## src/rtl/adder_pkg.sv

```systemverilog
// Shared operation encoding and default geometry for the pipelined adder.
package adder_pkg;

  typedef enum logic [1:0] {
    ADD = 2'd0,
    SUB = 2'd1,
    ACC = 2'd2,
    CLR = 2'd3
  } mode_e;

  localparam int DEF_WIDTH  = 8;
  localparam int DEF_STAGES = 2;

endpackage

```

## src/rtl/adder_pipe_stage.sv

```systemverilog
// One valid/ready register slice carrying {cout, ovf, sum}; 1 cycle latency.
// Loads whenever empty or when its contents leave in the same cycle, so a full chain still streams.
module adder_pipe_stage #(
  parameter int WIDTH = 8
) (
  input  logic             clk,
  input  logic             reset,
  input  logic             in_valid,
  output logic             in_ready,
  input  logic [WIDTH+1:0] in_dat,
  output logic             out_valid,
  input  logic             out_ready,
  output logic [WIDTH+1:0] out_dat
);

  logic             r_vld;
  logic [WIDTH+1:0] r_dat;

  assign in_ready  = !r_vld || out_ready;
  assign out_valid = r_vld;
  assign out_dat   = r_dat;

  always_ff @(posedge clk) begin
    if (reset) begin
      r_vld <= 1'b0;
      r_dat <= '0;
    end else if (in_ready) begin
      r_vld <= in_valid;
      if (in_valid) begin
        r_dat <= in_dat;
      end
    end
  end

endmodule

```

## src/rtl/adder_pipe.sv

```systemverilog
// ADD/SUB/ACC/CLR unit: arithmetic resolved at acceptance, result emerges STAGES cycles later.
// Output stall holds results in place and backs up to in_ready; pop and accept may coincide.
module adder_pipe
  import adder_pkg::*;
#(
  parameter int WIDTH  = DEF_WIDTH,
  parameter int STAGES = DEF_STAGES
) (
  input  logic             clk,
  input  logic             reset,
  input  logic             in_valid,
  output logic             in_ready,
  input  logic [WIDTH-1:0] a,
  input  logic [WIDTH-1:0] b,
  input  logic             cin,
  input  mode_e            mode,
  output logic             out_valid,
  input  logic             out_ready,
  output logic [WIDTH-1:0] sum,
  output logic             cout,
  output logic             ovf
);

  localparam int PW = WIDTH + 2;

  logic [WIDTH-1:0] r_acc;
  logic [WIDTH-1:0] w_op1;
  logic [WIDTH-1:0] w_op2;
  logic             w_c;
  logic [WIDTH:0]   w_full;
  logic [WIDTH-1:0] w_sum;
  logic             w_cout;
  logic             w_ovf;
  logic             w_accept;
  logic [PW-1:0]    w_pay;

  always_comb begin
    w_op1 = a;
    w_op2 = b;
    w_c   = cin;
    case (mode)
      SUB: begin
        w_op2 = ~b;
        w_c   = 1'b1;
      end
      ACC: begin
        w_op1 = r_acc;
        w_op2 = a;
      end
      default: ;
    endcase
  end

  assign w_full = {1'b0, w_op1} + {1'b0, w_op2} + {{WIDTH{1'b0}}, w_c};

  always_comb begin
    w_sum  = w_full[WIDTH-1:0];
    w_cout = w_full[WIDTH];
    w_ovf  = (w_op1[WIDTH-1] == w_op2[WIDTH-1]) && (w_full[WIDTH-1] != w_op1[WIDTH-1]);
    if (mode == CLR) begin
      w_sum  = '0;
      w_cout = 1'b0;
      w_ovf  = 1'b0;
    end
  end

  assign w_pay    = {w_cout, w_ovf, w_sum};
  assign w_accept = in_valid && in_ready;

  // Accumulator only moves on accepted ACC/CLR; CLR forces w_sum to zero.
  always_ff @(posedge clk) begin
    if (reset) begin
      r_acc <= '0;
    end else if (w_accept && (mode == ACC || mode == CLR)) begin
      r_acc <= w_sum;
    end
  end

  for (genvar g = 0; g < STAGES; g++) begin : g_stg
    logic          w_i_vld;
    logic          w_i_rdy;
    logic [PW-1:0] w_i_dat;
    logic          w_o_vld;
    logic          w_o_rdy;
    logic [PW-1:0] w_o_dat;

    adder_pipe_stage #(.WIDTH(WIDTH)) u_stage (
      .clk      (clk),
      .reset    (reset),
      .in_valid (w_i_vld),
      .in_ready (w_i_rdy),
      .in_dat   (w_i_dat),
      .out_valid(w_o_vld),
      .out_ready(w_o_rdy),
      .out_dat  (w_o_dat)
    );

    if (g == 0) begin : g_head
      assign w_i_vld = in_valid;
      assign w_i_dat = w_pay;
    end else begin : g_link
      assign w_i_vld = g_stg[g-1].w_o_vld;
      assign w_i_dat = g_stg[g-1].w_o_dat;
    end

    if (g == STAGES - 1) begin : g_tail
      assign w_o_rdy = out_ready;
    end else begin : g_back
      assign w_o_rdy = g_stg[g+1].w_i_rdy;
    end
  end

  assign in_ready          = g_stg[0].w_i_rdy && !reset;
  assign out_valid         = g_stg[STAGES-1].w_o_vld;
  assign {cout, ovf, sum}  = g_stg[STAGES-1].w_o_dat;

endmodule

```

## config.mk

```make
export PLATFORM = sky130hd
export DESIGN_NAME = adder_pipe
export DESIGN_NICKNAME = d
export VERILOG_FILES = /design/src/rtl/adder_pkg.sv /design/src/rtl/adder_pipe_stage.sv /design/src/rtl/adder_pipe.sv
export SDC_FILE = /design/constraint.sdc
export NUM_CORES = 1
export LEC_CHECK = 0
export CAP_MARGIN = 10
export CORE_UTILIZATION = 25
export DETAILED_ROUTE_END_ITERATION = 12
export GPL_TIMING_DRIVEN = 0
export SYNTH_ARGS = -nofsm -noshare
export SYNTH_HDL_FRONTEND = slang
export SYNTH_SLANG_ARGS = --single-unit
```

## constraint.sdc

```tcl
create_clock -name clk -period 4.25 [get_ports clk]
set_input_delay 1.0625 -clock clk [delete_from_list [all_inputs] [get_ports clk]]
set_output_delay 1.0625 -clock clk [all_outputs]
set_load 0.02 [all_outputs]
```

; ---- Word-level counts from Yosys, hierarchy flattened
; Index checks and enable logic that the tools add are counted.
[classes]
bitwise = 1
addsub = 2
mux = 6
n_eq_ne = 5
reduce_logical = 12
[ops]
columns = cell, n
row1 = 8-bit 2-to-1 mux, 2
row2 = 8-bit case mux with 2 select lines, 1
row3 = 8-bit by 8-bit adder with 9-bit output, 1
row4 = 9-bit by 1-bit adder with 9-bit output, 1
row5 = 8-bit NOT, 1
row6 = 2-bit == test (second input constant), 2
row7 = 1-bit logical AND, 4
row8 = 2-bit AND reduction, 2
row9 = 1-bit zero test, 3
row10 = 1-bit logical OR, 3
row11 = 1-bit 2-to-1 mux, 3
row12 = 2-bit by 1-bit == test with 1-bit output (second input constant), 1
row13 = 1-bit == test, 1
row14 = 1-bit != test, 1
[totals]
out_inout_bits = 12
wordCells = 31
regBits = 30

; ---- Logic depth before layout (Yosys ltp)
; Gate-level depths: netlist of the first run.
[depth]
ltp_word = 7
depth_mapped = 14

; ---- Cells and area by module
; Synthesis of the first run repeated with hierarchy kept, for this count alone.
[hier_totals]
hier_cells = 218
area_unflattened_um2 = 2005.7
[modules_own_cells]
columns = module, cells_each, area_per_inst_um2, instances
row1 = adder_pipe_stage, 49, 504.2, 2
row2 = adder_pipe, 120, 997.2, 1

; ---- Worst setup path after synthesis of the first run
; Ideal clock, no wire load.
[synth_timing]
path_kind = input to register
startpoint = input port mode[0]
endpoint = register r_acc[6]
required_time_ns = 4.149
t_arrival_ns = 3.799
cell_stages = 13
n_path_buf = 2
path_slack_ns = 0.350
path_cell_list = inv_1 -> ha_1 -> clkbuf_1 -> clkbuf_1 -> mux2_2 -> fa_1 -> inv_1 -> fa_1 -> nor2b_1 -> o31a_1 -> o21a_1 -> o21a_1 -> o41ai_1
[synth_between]
elab_chain_len = 5
[synth_rtl]
columns = item, line_no
row1 = from (decl), adder_pipe.sv:16  ; input mode_e mode,
row2 = 2-bit == test / 2-bit by 1-bit == test with 1-bit output (equally long branches), "adder_pipe.sv:41, adder_pipe.sv:74"
row3 = 8-bit case mux with 2 select lines / 8-bit 2-to-1 mux (equally long branches), adder_pipe.sv:41  ; case (mode)
row4 = 8-bit by 8-bit adder with 9-bit output, adder_pipe.sv:54  ; assign w_full = {1'b0, w_op1} + {1'b0, w_op2} + {{WIDTH{1'b0}}, w_c};
row5 = 9-bit by 1-bit adder with 9-bit output, adder_pipe.sv:54
row6 = 8-bit 2-to-1 mux, adder_pipe.sv:60  ; if (mode == CLR) begin
row7 = to (signal assigned), adder_pipe.sv:75  ; r_acc <= w_sum;
row8 = to (decl), adder_pipe.sv:26  ; logic [WIDTH-1:0] r_acc;
; Several ways; a longest one is shown, not always the timed one.
; A chain may end at the register's enable or synchronous reset.

; ---- Worst setup path in the final report of the first run
[layout_timing]
startpoint = input port mode[1]
endpoint = register r_acc[6]
; The elaborated chain is that of the path after synthesis.

==> impl_metrics.env, run 1 <==
export IMPL_synth_top_cell_area_share_pct=32.9
export IMPL_seqCellArea_um2=601
export IMPL_start_util_pct=26.4
export IMPL_final_min_clock_period_ps=4040
export IMPL_cp_start_kind="input pin"
export IMPL_clkLatencyLatePin_ps=280
export IMPL_ys_seq_area_share_pct=32.9
export IMPL_remaining_drc_errors=0
export IMPL_numCtsBuffers=5
export IMPL_arrival_ps=4210
export IMPL_drv_cap=0
export IMPL_first_pass_iters=4
export IMPL_avgRoutedWirePerCell_um=11.6
export IMPL_die_area_mm2=0.00764
export IMPL_gp_congestion=0.758
export IMPL_drt_iter0_drc=36
export IMPL_synth_async_sr_flop_share_pct=0
export IMPL_report_final_slew_viol_count=0
export IMPL_fp_dieH_um=87.4
export IMPL_clock_skew_ps=7.00
export IMPL_critPathSlowestCell="clkdlybuf4s50_1"
export IMPL_setup_viol=0
export IMPL_synth_nets=244
export IMPL_fin_util_pct=34.3
export IMPL_wl_met3_um=165
export IMPL_ys_types=42
export IMPL_ys_ff_latch=30
export IMPL_layout_common_cells="33 x clkdlybuf4s50_1, 30 x dfxtp_1, 21 x nor2_1, 18 x a21oi_1, 15 x inv_1"
export IMPL_rows=30
export IMPL_first_global_vias=1482
export IMPL_htree_levels=2
export IMPL_syn_avg_cell_area_um2=8.72
export IMPL_synth_edf_count=0
export IMPL_p_leak_nw=0.964
export IMPL_routed_wl_mm=3.99
export IMPL_max_freq_mhz=248
export IMPL_pin_count=35
export IMPL_path_clk_slew_ps=60
export IMPL_grt_max_degree=11
export IMPL_hold_class="register to register"
export IMPL_io_buffers=33
export IMPL_clockBufferDepth=2
export IMPL_syn_inst=209
export IMPL_hpwlAfterDp_mm=3.13
export IMPL_max_stage_delay_ps=510
export IMPL_core_area_mm2=0.00691
export IMPL_layout_commonest_cell="clkdlybuf4s50_1"
export IMPL_overflow=0
export IMPL_cp_end_kind="register"
export IMPL_syn_area_mm2=0.00182
export IMPL_ctsRootBufferMaster="clkbuf_8"
export IMPL_yosysWarnings=0
export IMPL_fp_dieW_um=87.4
export IMPL_synth_area_leaders="dfxtp_1 33%, ha_1 6.9%, mux2i_1 6.0%"
export IMPL_vias=1538
export IMPL_tightestPinTransition_ps=713
export IMPL_cts_sinks=30
export IMPL_status="complete, no violations"
export IMPL_finalCritPeriodShare_pct=95.0
export IMPL_ir_drop_v=0.0000916
export IMPL_antenna_found_initial=0
export IMPL_fillers=757
export IMPL_top_layer_used="met4"
export IMPL_syn2layout_area_growth_pct=29.9
export IMPL_wl_met2_mm=1.61
export IMPL_post_cts_setup_buffers=0
export IMPL_path_max_fanout=17
export IMPL_rsz0062_at_grt="false"
export IMPL_wl_met1_mm=2.15
export IMPL_cts_tree="done"
export IMPL_vias_per_cell=4.47
export IMPL_final_nets=282
export IMPL_power_total_mw=0.775
export IMPL_synth_flop_cell="dfxtp_1"
export IMPL_multiInputGateArea_mm2=0.00110
export IMPL_hold_viol=0
export IMPL_crit_chain="clkdlybuf4s50_1 > ha_2 > mux2_2 > fa_1 > inv_1 > fa_1 > nor2b_1 > o31a_1 > o21a_1 > o21a_1 > o41ai_1"
export IMPL_antenna_left=0
export IMPL_yosysTopAreaCell="dfxtp_1"
export IMPL_grt_pass1_wl_mm=7.16
export IMPL_crit_type="input pin to register"
export IMPL_grt_use_total_pct=12.1
export IMPL_worstPathRequired_ps=4420
export IMPL_drive_above_1_share_pct=9.68
export IMPL_cellPowerDensity_mw_per_mm2=327
export IMPL_slew_headroom_pct=52.5
export IMPL_n_antenna_cell=0
==> metal layers <==
layer	vias up	global-route usage (%)
met5	-	0
met4	0	4.92
met3	6	2.75
met2	35	17.5
met1	671	17.1
li1	826	-
==> metrics by stage <==
| step | TNS (ps) | hold WS, ps | setup slack, ps | cell area, um2 | cells |
|---|---|---|---|---|---|
| floorplan | 0 | 433 | 350 | 1820 | 209 |
| global placement | -5050 | 448 | -683 | 2270 | 338 |
| detailed placement | -5250 | 451 | -714 | 2270 | 338 |
| CTS | 0 | 460 | 73.0 | 2370 | 345 |
| global route | 0 | 492 | 35.7 | 2370 | 344 |
| finish | 0 | 456 | 214 | 2370 | 344 |
==> report_power, final <==
part | switching [mW] | internal (mW)
clock | 0.101 | 0.130
combinational | 0.119 | 0.110
sequential | 0.0114 | 0.303
total | 0.231 | 0.543
==> worst max-delay path, delay by kind of cell <==
family / cells / cell delay (ps)
adders and majority gates: 3 / 1070
and+or+nand+nor: 1 / 80
AOI/OAI and AO/OA: 4 / 980
muxes: 1 / 400
buffers and inverters: 2 / 600
==> flip-flops by register name (all words and copies together), names as in the netlist <==
name and cells:
g_stg.u_stage.out_dat 20, r_acc 8, g_stg.u_stage.out_valid 2
==> kinds of logic (layout without fill, tap and decap cells) <==
| logic type | after synthesis | after routing | share of synthesized area (%) |
|---|---|---|---|
| buf+inv | 31 | 70 | 6.93 |
| fa+ha+maj | 12 | 12 | 9.06 |
| compound gates | 52 | 52 | 19.2 |
| mux | 20 | 20 | 11.6 |
| simple gates | 61 | 61 | 18.8 |
| flops | 30 | 30 | 32.9 |
| xor+xnor | 3 | 3 | 1.44 |
==> repair_timing <==
action | in CTS | in global routing
endpoints found under the setup margin | 9 | 2
gates cloned | 0 | 0
hold buffers | 0 | 0
resized for setup | 3 | 2
==> Yosys cell counts (all sizes together) (4+ instances only) <==
library cell and count:
dfxtp 30, o21ai 5, nand2 6, a221oi 9, o21a 4, nand3b 11, nor2 21, buf 4
a21oi 18, nor2b 5, clkbuf 12, mux2 9, inv 15, ha 10, mux2i 11
==> layout make-up <==
class                   count  share of cell area, %
flip-flops and latches     30                   25.4
clock inverters             1                  0.211
repair buffers             33                   14.0
plain buffers              14                   2.70
clock buffers               7                   3.65
multi-input cells         148                   46.7
well taps                  96                   5.07
inverters                  15                   2.38
==> path summary, 6_finish.rpt <==
check,startpoint,to,slack (ps),depth (start not counted)
min,g_stg[0].u_stage.out_dat[4],g_stg[0].u_stage.out_dat[4],460,2
max,mode[1],r_acc[6],210,11
max reg2reg,r_acc[0],r_acc[6],1740,9
min reg2reg,g_stg[0].u_stage.out_dat[4],g_stg[0].u_stage.out_dat[4],460,2
Power figures use the tool's default switching activity.
==> run 2, diff against run 1 <==
--- a/config.mk
+++ b/config.mk
@@ -6,9 +6,13 @@
 export NUM_CORES = 1
 export LEC_CHECK = 0
 export CAP_MARGIN = 10
+export CELL_PAD_IN_SITES_DETAIL_PLACEMENT = 1
+export CELL_PAD_IN_SITES_GLOBAL_PLACEMENT = 1
 export CORE_UTILIZATION = 25
 export DETAILED_ROUTE_END_ITERATION = 12
 export GPL_TIMING_DRIVEN = 0
+export PLACE_DENSITY = 0.59
+export SETUP_SLACK_MARGIN = 0.05
 export SYNTH_ARGS = -nofsm -noshare
 export SYNTH_HDL_FRONTEND = slang
 export SYNTH_SLANG_ARGS = --single-unit
==> impl_metrics.env, run 2 (synthesized netlist as in run 1, its figures left out) <==
export IMPL_use_met3_pct=2.94
export IMPL_cp_start_kind="input pin"
export IMPL_finalCritPeriodShare_pct=94.4
export IMPL_fin_ws_ps=239
export IMPL_clkLatencyLatePin_ps=280
export IMPL_arrival_ps=4180
export IMPL_cellPowerDensity_mw_per_mm2=351
export IMPL_setup_tns_ps=0
export IMPL_p_int_mw=0.602
export IMPL_pin_count=35
export IMPL_tightestPinTransition_ps=744
export IMPL_p_clk_share_pct=34.4
export IMPL_fillers=863
export IMPL_max_freq_mhz=249
export IMPL_report_final_slew_viol_count=0
export IMPL_routed_wl_mm=4.56
export IMPL_pre_cts_ws_ps=-807
export IMPL_fp_dieH_um=87.4
export IMPL_combPwrFrac_pct=28.2
export IMPL_switchingPower_mw=0.239
export IMPL_drv_cap=0
export IMPL_avgRoutedWirePerCell_um=13.3
export IMPL_clockBufferDepth=2
export IMPL_numCtsBuffers=5
export IMPL_first_pass_iters=4
export IMPL_rsz0062_at_grt="false"
export IMPL_switching_share_pct=28.4
export IMPL_layout_commonest_cell="clkdlybuf4s50_1"
export IMPL_final_area_mm2=0.00239
export IMPL_slew_headroom_pct=50.4
export IMPL_ctsRootBufferMaster="clkbuf_8"
export IMPL_htree_levels=2
export IMPL_vias=1599
export IMPL_syn2layout_area_growth_pct=31.4
export IMPL_rows=30
export IMPL_core_area_mm2=0.00691
export IMPL_remaining_drc_errors=0
export IMPL_placed_cell_area_mm2=0.00227
export IMPL_io_buffers=33
export IMPL_cts_tree="done"
export IMPL_hold_class="register to register"
export IMPL_antenna_found_initial=0
export IMPL_final_min_clock_period_ps=4010
export IMPL_largest_reg_flops=20
export IMPL_dp_cells=338
export IMPL_worstPathRequired_ps=4420
export IMPL_critPathSlowestCell="clkdlybuf4s50_1"
export IMPL_grt_pass1_wl_mm=7.65
export IMPL_multiInputGateArea_mm2=0.00111
export IMPL_start_util_pct=26.4
export IMPL_path_max_fanout=9
export IMPL_hold_slack_ps=461
export IMPL_cp_end_kind="register"
export IMPL_grt_busiest_layer="met2"
export IMPL_setup_viol=0
export IMPL_path_clk_slew_ps=60
export IMPL_p_seq_share_pct=37.3
export IMPL_p_leak_nw=0.974
export IMPL_die_area_mm2=0.00764
export IMPL_fp_dieW_um=87.4
export IMPL_cts_sinks=30
export IMPL_gp_congestion=0.689
export IMPL_drt_iter0_drc=39
export IMPL_hold_viol=0
export IMPL_ir_drop_v=0.000117
export IMPL_grt_use_total_pct=13.1
export IMPL_first_global_vias=1549
export IMPL_crit_chain="clkdlybuf4s50_1 > inv_1 > ha_1 > a221oi_1 > a21oi_1 > fa_1 > inv_1 > fa_1 > nor2b_1 > o31a_1 > o21a_1 > o21a_1 > o41ai_1"
export IMPL_status="complete, no violations"
export IMPL_overflow=0
export IMPL_max_stage_delay_ps=550
export IMPL_drive_above_1_share_pct=9.76
export IMPL_final_cells=342
export IMPL_layout_common_cells="33 x clkdlybuf4s50_1, 30 x dfxtp_1, 21 x nor2_1, 18 x a21oi_1, 15 x inv_1"
export IMPL_final_nets=281
export IMPL_crit_type="input pin to register"
export IMPL_post_cts_setup_buffers=0
export IMPL_use_met2_pct=20.0
export IMPL_vias_per_cell=4.68
export IMPL_antenna_left=0
export IMPL_n_antenna_cell=0
export IMPL_grt_max_degree=11
export IMPL_hpwlAfterDp_mm=3.60
export IMPL_gr_usage_met1_pct=18.0
export IMPL_clock_skew_ps=6.40
export IMPL_seqCellArea_um2=601
-- run 2: final timing paths --
kind	startpoint	to	slack (ps)	cells past startpoint
max	mode[1]	r_acc[6]	240	13
max reg2reg	r_acc[0]	r_acc[6]	1700	9
min reg2reg	g_stg[0].u_stage.out_dat[2]	g_stg[0].u_stage.out_dat[2]	460	2
min	g_stg[0].u_stage.out_dat[2]	g_stg[0].u_stage.out_dat[2]	460	2
-- run 2: timing repair --
item	in CTS	in global routing
hold buffers	0	0
setup endpoints to repair	13	4
gates resized for setup	5	1
-- run 2: layer usage --
metal | wire (um) | share of wire [%] | up-vias
met1 | 2380 | 52 | 739
met4 | 77 | 1.7 | 0
li1 | - | - | 824
met5 | 0 | 0 | -
met2 | 1960 | 43 | 30
met3 | 142 | 3.1 | 6
-- run 2: power groups by stage --
stage          Clock (mW)  Sequential [mW]  Combinational (mW)
3_5_place_dp            0            0.321               0.234
6_report            0.290            0.314               0.237
5_1_grt             0.311            0.317               0.265
3_3_place_gp            0            0.320               0.229
2_1_floorplan           0            0.321               0.156
4_1_cts             0.301            0.314               0.239
-- run 2: cell type report --
type / count / area share [%]
multi-input combinational: 148 / 46.6
clock buffer: 6 / 3.45
tap: 96 / 5.02
buffer: 13 / 2.51
timing repair buffer: 33 / 13.8
inverter: 15 / 2.35
clock inverter: 1 / 1.25
sequential: 30 / 25.1
-- run 2: critical path, delay by kind of cell --
| kind | cells | cell delay, ps |
|---|---|---|
| compound gates | 6 | 1410 |
| simple gates | 1 | 80 |
| buf+inv | 3 | 700 |
| fa+ha+maj | 3 | 930 |
-- run 2: per-stage QoR --
stage	utilization, %	power (mW)
after floorplan	-	0.477
after global placement	32.9	0.549
after detailed placement	32.9	0.554
after CTS	34.7	0.854
after global routing	34.7	0.892
final	34.7	0.842
